`src/rtl/ddr_rd_ctrl.sv`:
```
// DDR read controller: splits a beat-count read request into AXI read bursts of at most
// MAX_BURST beats and forwards the returned data one cycle later.
module ddr_rd_ctrl #(
  parameter int unsigned ADDR_WIDTH = 27,
  parameter int unsigned DQ_WIDTH   = 32,
  parameter int unsigned LEN_WIDTH  = 16,
  parameter int unsigned MAX_BURST  = 16
) (
  input  logic                    ddr_clk,
  input  logic                    ddr_rstn,
  input  logic                    init_done,
  input  logic                    ddr_rreq,
  input  logic [ADDR_WIDTH-1:0]   ddr_raddr,
  input  logic [LEN_WIDTH-1:0]    ddr_rd_len,
  output logic                    ddr_rrdy,
  output logic                    ddr_rdone,
  output logic [8*DQ_WIDTH-1:0]   ddr_rdata,
  output logic                    ddr_rdata_en,
  output logic                    rd_err,
  output logic [ADDR_WIDTH-1:0]   axi_araddr,
  output logic [7:0]              axi_arlen,
  output logic                    axi_arvalid,
  input  logic                    axi_arready,
  input  logic [8*DQ_WIDTH-1:0]   axi_rdata,
  input  logic                    axi_rvalid,
  input  logic                    axi_rlast,
  output logic                    axi_rready
);

  localparam int unsigned DW = 8 * DQ_WIDTH;
  localparam int unsigned BW = 9;  // holds 1..256 beats

  typedef enum logic [1:0] {StIdle, StAddr, StData, StDone} state_e;

  state_e                state_q, state_d;
  logic [ADDR_WIDTH-1:0] cur_addr_q, cur_addr_d;
  logic [LEN_WIDTH-1:0]  remaining_q, remaining_d;
  logic [BW-1:0]         burst_len_q, burst_len_d;
  logic [BW-1:0]         beat_cnt_q, beat_cnt_d;
  logic [BW-1:0]         burst_beats;
  logic [DW-1:0]         rdata_q;
  logic                  rdata_en_q;
  logic                  rd_err_q, rd_err_d;
  logic                  accept, beat, burst_end;

  assign ddr_rrdy  = ddr_rstn & init_done & (state_q == StIdle);
  assign accept    = ddr_rreq & ddr_rrdy;
  assign beat      = axi_rvalid & (state_q == StData);
  // The beat counter, not axi_rlast, defines the end of a burst.
  assign burst_end = beat & (beat_cnt_q == burst_len_q - BW'(1));

  always_comb begin
    if (remaining_q >= LEN_WIDTH'(MAX_BURST)) begin
      burst_beats = BW'(MAX_BURST);
    end else begin
      burst_beats = BW'(remaining_q);
    end
  end

  always_comb begin
    state_d     = state_q;
    cur_addr_d  = cur_addr_q;
    remaining_d = remaining_q;
    burst_len_d = burst_len_q;
    beat_cnt_d  = beat_cnt_q;
    rd_err_d    = rd_err_q | (axi_rvalid & (state_q != StData)) | (beat & (axi_rlast != burst_end));
    unique case (state_q)
      StIdle: begin
        if (accept) begin
          cur_addr_d  = ddr_raddr;
          remaining_d = ddr_rd_len;
          state_d     = (ddr_rd_len != '0) ? StAddr : StDone;
        end
      end
      StAddr: begin
        if (axi_arready) begin
          burst_len_d = burst_beats;
          beat_cnt_d  = '0;
          state_d     = StData;
        end
      end
      StData: begin
        if (beat) begin
          beat_cnt_d = beat_cnt_q + BW'(1);
          if (burst_end) begin
            remaining_d = remaining_q - LEN_WIDTH'(burst_len_q);
            cur_addr_d  = cur_addr_q + (ADDR_WIDTH'(burst_len_q) << 3);
            state_d     = (remaining_d != '0) ? StAddr : StDone;
          end
        end
      end
      StDone:  state_d = StIdle;
      default: state_d = StIdle;
    endcase
  end

  always_ff @(posedge ddr_clk or negedge ddr_rstn) begin
    if (!ddr_rstn) begin
      state_q     <= StIdle;
      cur_addr_q  <= '0;
      remaining_q <= '0;
      burst_len_q <= '0;
      beat_cnt_q  <= '0;
      rdata_q     <= '0;
      rdata_en_q  <= 1'b0;
      rd_err_q    <= 1'b0;
    end else begin
      state_q     <= state_d;
      cur_addr_q  <= cur_addr_d;
      remaining_q <= remaining_d;
      burst_len_q <= burst_len_d;
      beat_cnt_q  <= beat_cnt_d;
      rdata_en_q  <= beat;
      rd_err_q    <= rd_err_d;
      if (beat) begin
        rdata_q <= axi_rdata;
      end
    end
  end

  assign axi_arvalid  = (state_q == StAddr);
  assign axi_araddr   = cur_addr_q;
  assign axi_arlen    = (state_q == StAddr) ? 8'(burst_beats - BW'(1)) : 8'd0;
  assign axi_rready   = (state_q == StData);
  assign ddr_rdone    = (state_q == StDone);
  assign ddr_rdata    = rdata_q;
  assign ddr_rdata_en = rdata_en_q;
  assign rd_err       = rd_err_q;

endmodule

```
`config.mk`:
```
export PLATFORM = sky130hd
export DESIGN_NAME = ddr_rd_ctrl
export DESIGN_NICKNAME = d
export VERILOG_FILES = /design/src/rtl/ddr_rd_ctrl.sv
export SDC_FILE = /design/constraint.sdc
export NUM_CORES = 1
export LEC_CHECK = 0
export ABC_AREA = 1
export ABC_CLOCK_PERIOD_IN_PS = 2750
export CAP_MARGIN = 20
export CORE_AREA = 5 5 232 234
export DETAILED_ROUTE_END_ITERATION = 10
export DIE_AREA = 0 0 237 239
export REMOVE_ABC_BUFFERS = 1
export SLEW_MARGIN = 5
export SYNTH_ARGS = -nofsm -noshare
export SYNTH_HDL_FRONTEND = slang
export SYNTH_SLANG_ARGS = --single-unit
```
`constraint.sdc`:
```
create_clock -name ddr_clk -period 2.75 [get_ports ddr_clk]
set_clock_uncertainty 0.2 [all_clocks]
set_input_delay 0.825 -clock ddr_clk [delete_from_list [all_inputs] [get_ports ddr_clk]]
set_output_delay 0.825 -clock ddr_clk [all_outputs]
set_load 0.03 [all_outputs]
```
# After elaboration in Yosys (flattened, before gate mapping)
# Index checks and enable logic that the tools add are counted.
# word_totals
register_bits	321
input_bits	306
output_inout_bits	297
word_cells	62
# classes
n_addsub	5
order_cmp	1
n_eq_ne	10
muxes	20
bitwise	9
n_reduce_logical	9
# ops
operator	n
two-way mux 27 bit	3
case mux 27 bit (2 select lines)	1
two-way mux 16 bit	3
case mux 16 bit (2 select lines)	1
nonzero test 16 bit	2
adder 27 x 12 -> 27 bit	1
two-way mux 9 bit	3
case mux 9 bit (2 select lines)	1
greater-or-equal comparator 16 x 5 -> 1 bit (second input constant)	1
subtractor 16 x 9 -> 16 bit	1
two-way mux 2 bit	6
adder 9 x 1 -> 9 bit (second input constant)	1
== test 9 bit	1
subtractor 9 x 1 -> 9 bit (second input constant)	1
two-way mux 8 bit	1
case mux 2 bit (4 select lines)	1
AND reduction 4 bit	2
subtractor 8 x 1 -> 8 bit (second input constant)	1
AND 1 bit	7
!= test 2 x 1 -> 1 bit (second input constant)	3
== test 2 bit (second input constant)	2
!= test 2 bit (second input constant)	2
nonzero test 2 bit	2
AND reduction 3 bit	1
other kinds (5)	6

# Logic depth before layout (Yosys ltp)
# depth
depth_word	6
mapped_depth	17
depth_no_buf	17

# Worst setup path after synthesis
# OpenSTA, ideal clock, no wires.
# synth_path
kind	flip-flop to output port
from	register state_q[1]
to	output port axi_arlen[7]
arrival_time_ps	2305
t_required_ps	1725
path_slack_ps	-580
path_stages_with_launch	4
path_buffers	0
cell_sequence	dfrtp_1 nor2_1 clkinv_1 nor4_1
# synth_between
elab_chain_cells	2
# synth_rtl
element	line_no	text
from (decl)	35	state_e state_q, state_d;
from (signal assigned)	99	state_q <= StIdle;
from (signal assigned)	108	state_q <= state_d;
== test 2 x 1 -> 1 bit	-	
named net axi_arvalid	22	output logic axi_arvalid,
two-way mux 8 bit	123	assign axi_arlen = (state_q == StAddr) ? 8'(burst_beats - BW'(1)) : 8'd0;
to (decl)	21	output logic [7:0] axi_arlen,
# The timed path passes the listed nets, and every way through them passes these cells.

# Worst setup path after layout
# layout_path
from	register remaining_q[12]
to	output port axi_arlen[2]
# layout_between
elab_chain_cells	4
# layout_rtl
element	line_no	text
from (decl)	37	logic [LEN_WIDTH-1:0] remaining_q, remaining_d;
from (signal assigned)	110	remaining_q <= remaining_d;
greater-or-equal comparator 16 x 5 -> 1 bit	53	if (remaining_q >= LEN_WIDTH'(MAX_BURST)) begin
two-way mux 9 bit	53	
subtractor 8 x 1 -> 8 bit	123	
two-way mux 8 bit	123	
# No other way between the ends.

==> key figures <==
Outcome
  • Status: finished, violations left
  • Failing checks: negative setup slack

Floorplanning
  • Die Y: 239 um
  • Initial core utilization: between 20% and 30%
  • Die Width: 237 um
  • Die area: 0.0566 mm^2
  • Core area: 0.0518 mm^2
  • Row Count: 84
  • I/O pin total: 603

Timing
  • RSZ-0062 raised after global routing: true
  • TNS Setup: -4210 ps
  • Hold WS: about 180 ps
  • Minimum clock period: 3380 ps
  • Hold Fails Final Rpt: 0
  • Fin. max-slew vios: 0
  • Max Fclk: 296 MHz
  • Relative slew slack: between 30% and 40%
  • Worst-Margin Slew: approximately 940 ps
  • Period utilization: 123%
  • Final worst slack: -627 ps
  • Final setup fails: 8

Pwr
  • Peak VDD IR: 0.617 mV
  • Cell Pwr Density: 1250 mW/mm^2
  • Sequential group share of total power: 28.9%
  • Switching Power: approximately 13 mW
  • Power share of the combinational group: 53.0%
  • Leak: 11.4 nW
  • Final Power: 28.9 mW
  • Switching share of power: a little under half
  • Internal Dissipation: around 16 mW
  • Clk pwr share: 18.0%

Final layout
  • Ratio of cells with drive above 1 in the final layout: 7.86%
  • Final nets: 2,793
  • Fillers: between 5k and 6k
  • Synthesis-to-finish area growth: 60.4%
  • Final core occ: 44.7%

Clocking
  • Clk Tree Root Cell: clkbuf_16
  • Clk sinks: 321
  • # hold bufs at CTS: 0
  • Clk_lat worst skew: 530 ps
  • Clk buf depth: 3
  • CTS tree: yes
  • H-tree levels: 2
  • Clk slew on worst S/H paths: 60 ps
  • CTS Buf Count: 39

Critical path
  • Setup crit start kind: flop
  • Worst endpoint required time: around 1700 ps
  • Critical Path Fanout Max: 3
  • R2r setup slk: around 160 ps
  • Critical path class: flop to output port
  • Setup crit end kind: output port
  • Crit path DAT: around 2400 ps

Placement
  • Port Buffers: around 600
  • Placer Congestion: about 0.93
  • DPL Wire Length: 44,700 um

GRT
  • GRT Overall Usage: 19.8%
  • Vias in the first global route: 14.4k
  • First-pass GRT wire length: 87,300 um
  • Largest net degree at the start of global routing: 157
  • Initial antenna violation count: 13
  • Gr ovfl total: 0

Logic synthesis
  • #FFs+latches synth: between 300 and 400
  • Share of the synthesized area in the top cell type: 55.7%
  • Post-Synthesis Mean Instance Area: 7.90 um^2
  • Dominant cells by area after synthesis: dfrtp_1 56%, nand2_1 26%, inv_1 2.2%
  • Library cells used by synthesis: 35
  • Synth Instances: 1,827
  • Post-synthesis sequential area ratio: 55.7%
  • Mapped cell area: ~0.014 mm^2
  • Synth area leader: dfrtp_1
  • Yosys synthesis warning count: 0

Detailed routing
  • Vias/cell: between 4 and 5
  • Post-route antenna net violation count: 0
  • DRT iter0 DRCs: about 880
  • Total number of vias: 14.3k
  • DRC violations left: 0
  • WL per Instance: roughly 18 um
  • DR pass1 iterations: 5
  • DRT Wirelength: 58,900 um

Flow run
  • Number of max-cap violations: 0

Min path
  • HP Class: primary input to asynchronous set/reset pin
==> area by class of cell <==
cell class	instances	area (um^2)	share of cell area, %
well taps	688	861	3.72
multi-input cells	1342	5930	25.6
flip-flops and latches	321	8040	34.7
clock buffers	53	1100	4.75
diodes	3	7.51	0.0324
inverters	90	354	1.53
repair buffers	670	6670	28.8
clock inverters	17	185	0.800
==> critical path, stage by stage, from the launching register on <==
cell and delay, ps:
dfrtp_1 380, nor2_2 170, nand3_2 130, nor4_4 200, nand2_2 120, inv_2 120
nand2_2 80, ha_4 180, inv_4 60, nand2_4 60, a21oi_4 160, buf_6 150
==> through the flow <==
step           setup slack (ps)  area, um^2  std cells
4_1_cts                    -722       23000       3176
3_3_place_gp               -414       21600       3103
5_1_grt                    -794       23100       3181
3_5_place_dp               -424       21600       3103
2_1_floorplan             -5040       14100       1753
6_report                   -627       23100       3184
==> flip-flops by register name (all words and copies together), names as in the netlist <==
| register | flops |
|---|---|
| axi_araddr | 27 |
| ddr_rdata | 256 |
| beat_cnt_q | 9 |
| rd_err | 1 |
| remaining_q | 16 |
| ddr_rdata_en | 1 |
| state_q | 2 |
| burst_len_q | 9 |
==> cell usage after synthesis, drive strengths merged <==
| master | n |
|---|---|
| ha | 21 |
| clkinv | 1 |
| or2 | 6 |
| o211ai | 8 |
| nor2 | 78 |
| o22ai | 6 |
| mux2 | 3 |
| dfrtp | 321 |
| nor4 | 10 |
| xor2 | 10 |
| nor3b | 1 |
| o21a | 1 |
| inv | 89 |
| o21ai | 72 |
| fa | 2 |
| a21oi | 44 |
| nand2 | 993 |
| a21o | 1 |
| clkbuf | 65 |
| nand4 | 10 |
| nand3b | 6 |
| a31oi | 8 |
| nor3 | 11 |
| xnor2 | 3 |
| nand3 | 48 |
| buf | 9 |
==> cell families (layout without fill, tap and decap cells) <==
group                      Yosys count  after routing  synth area share [%]
buffers and inverters              164            830                  4.49
DFF                                321            321                  55.7
other                                0              3                     0
adders and majority gates           23             23                  2.10
and+or+nand+nor                   1163           1163                  31.6
xor gates and xnor gates            13             13                 0.789
muxes                                3              3                 0.234
AOI/OAI and AO/OA                  140            140                  5.15
==> metal layers <==
| metal | vias to the layer above | global-route usage (%) | part of all wire, % |
|---|---|---|---|
| met1 | 6654 | 22.8 | 37 |
| met4 | 18 | 7.26 | 3.7 |
| li1 | 6967 | - | - |
| met5 | - | 0 | 0.21 |
| met2 | 524 | 33.7 | 50 |
| met3 | 109 | 7.51 | 8.8 |
==> cell usage in the layout, fill, tap and decap left out, drive strengths merged, types with 21 or more instances in the layout <==
master         Yosys  routed
nand2            993     993
clkdlybuf4s50      0     553
dfrtp            321     321
inv               89      91
buf                9      79
nor2              78      78
o21ai             72      72
clkbuf            65      53
nand3             48      48
a21oi             44      44
dlygate4sd2        0      30
ha                21      21
==> power by group through the flow <==
stage | sequential [mW] | clock, mW | combinational, mW
CTS | 8.36 | 5.40 | 15.3
detailed placement | 8.37 | 0 | 15.4
global route | 8.66 | 5.61 | 16.5
global placement | 8.30 | 0 | 15.2
finish | 8.37 | 5.22 | 15.3
floorplan | 12.1 | 0 | 4.49
==> final timing paths <==
| path | startpoint | end | cells after the start |
|---|---|---|---|
| max reg2reg | remaining_q[0]$_DFFE_PN0P_ | state_q[1]$_DFFE_PN0P_ | 16 |
| max in group asynchronous | ddr_rstn | ddr_rdata[111]$_DFFE_PN0P_ | 2 |
| min reg2reg | ddr_rdata[128]$_DFFE_PN0P_ | ddr_rdata[128]$_DFFE_PN0P_ | 2 |
| min | ddr_rstn | axi_araddr[26]$_DFFE_PN0P_ | 2 |
| max | remaining_q[12]$_DFFE_PN0P_ | axi_arlen[2] | 11 |
| min in group ddr_clk | ddr_rdata[128]$_DFFE_PN0P_ | ddr_rdata[128]$_DFFE_PN0P_ | 2 |
==> repair_timing <==
action / 4_1_cts / 5_1_grt
pin swaps: 10 / 9
resized for setup: 60 / 37
setup endpoints to repair: 38 / 35
buffers inserted: 4 / 5
(Power assumes the default switching activity.)
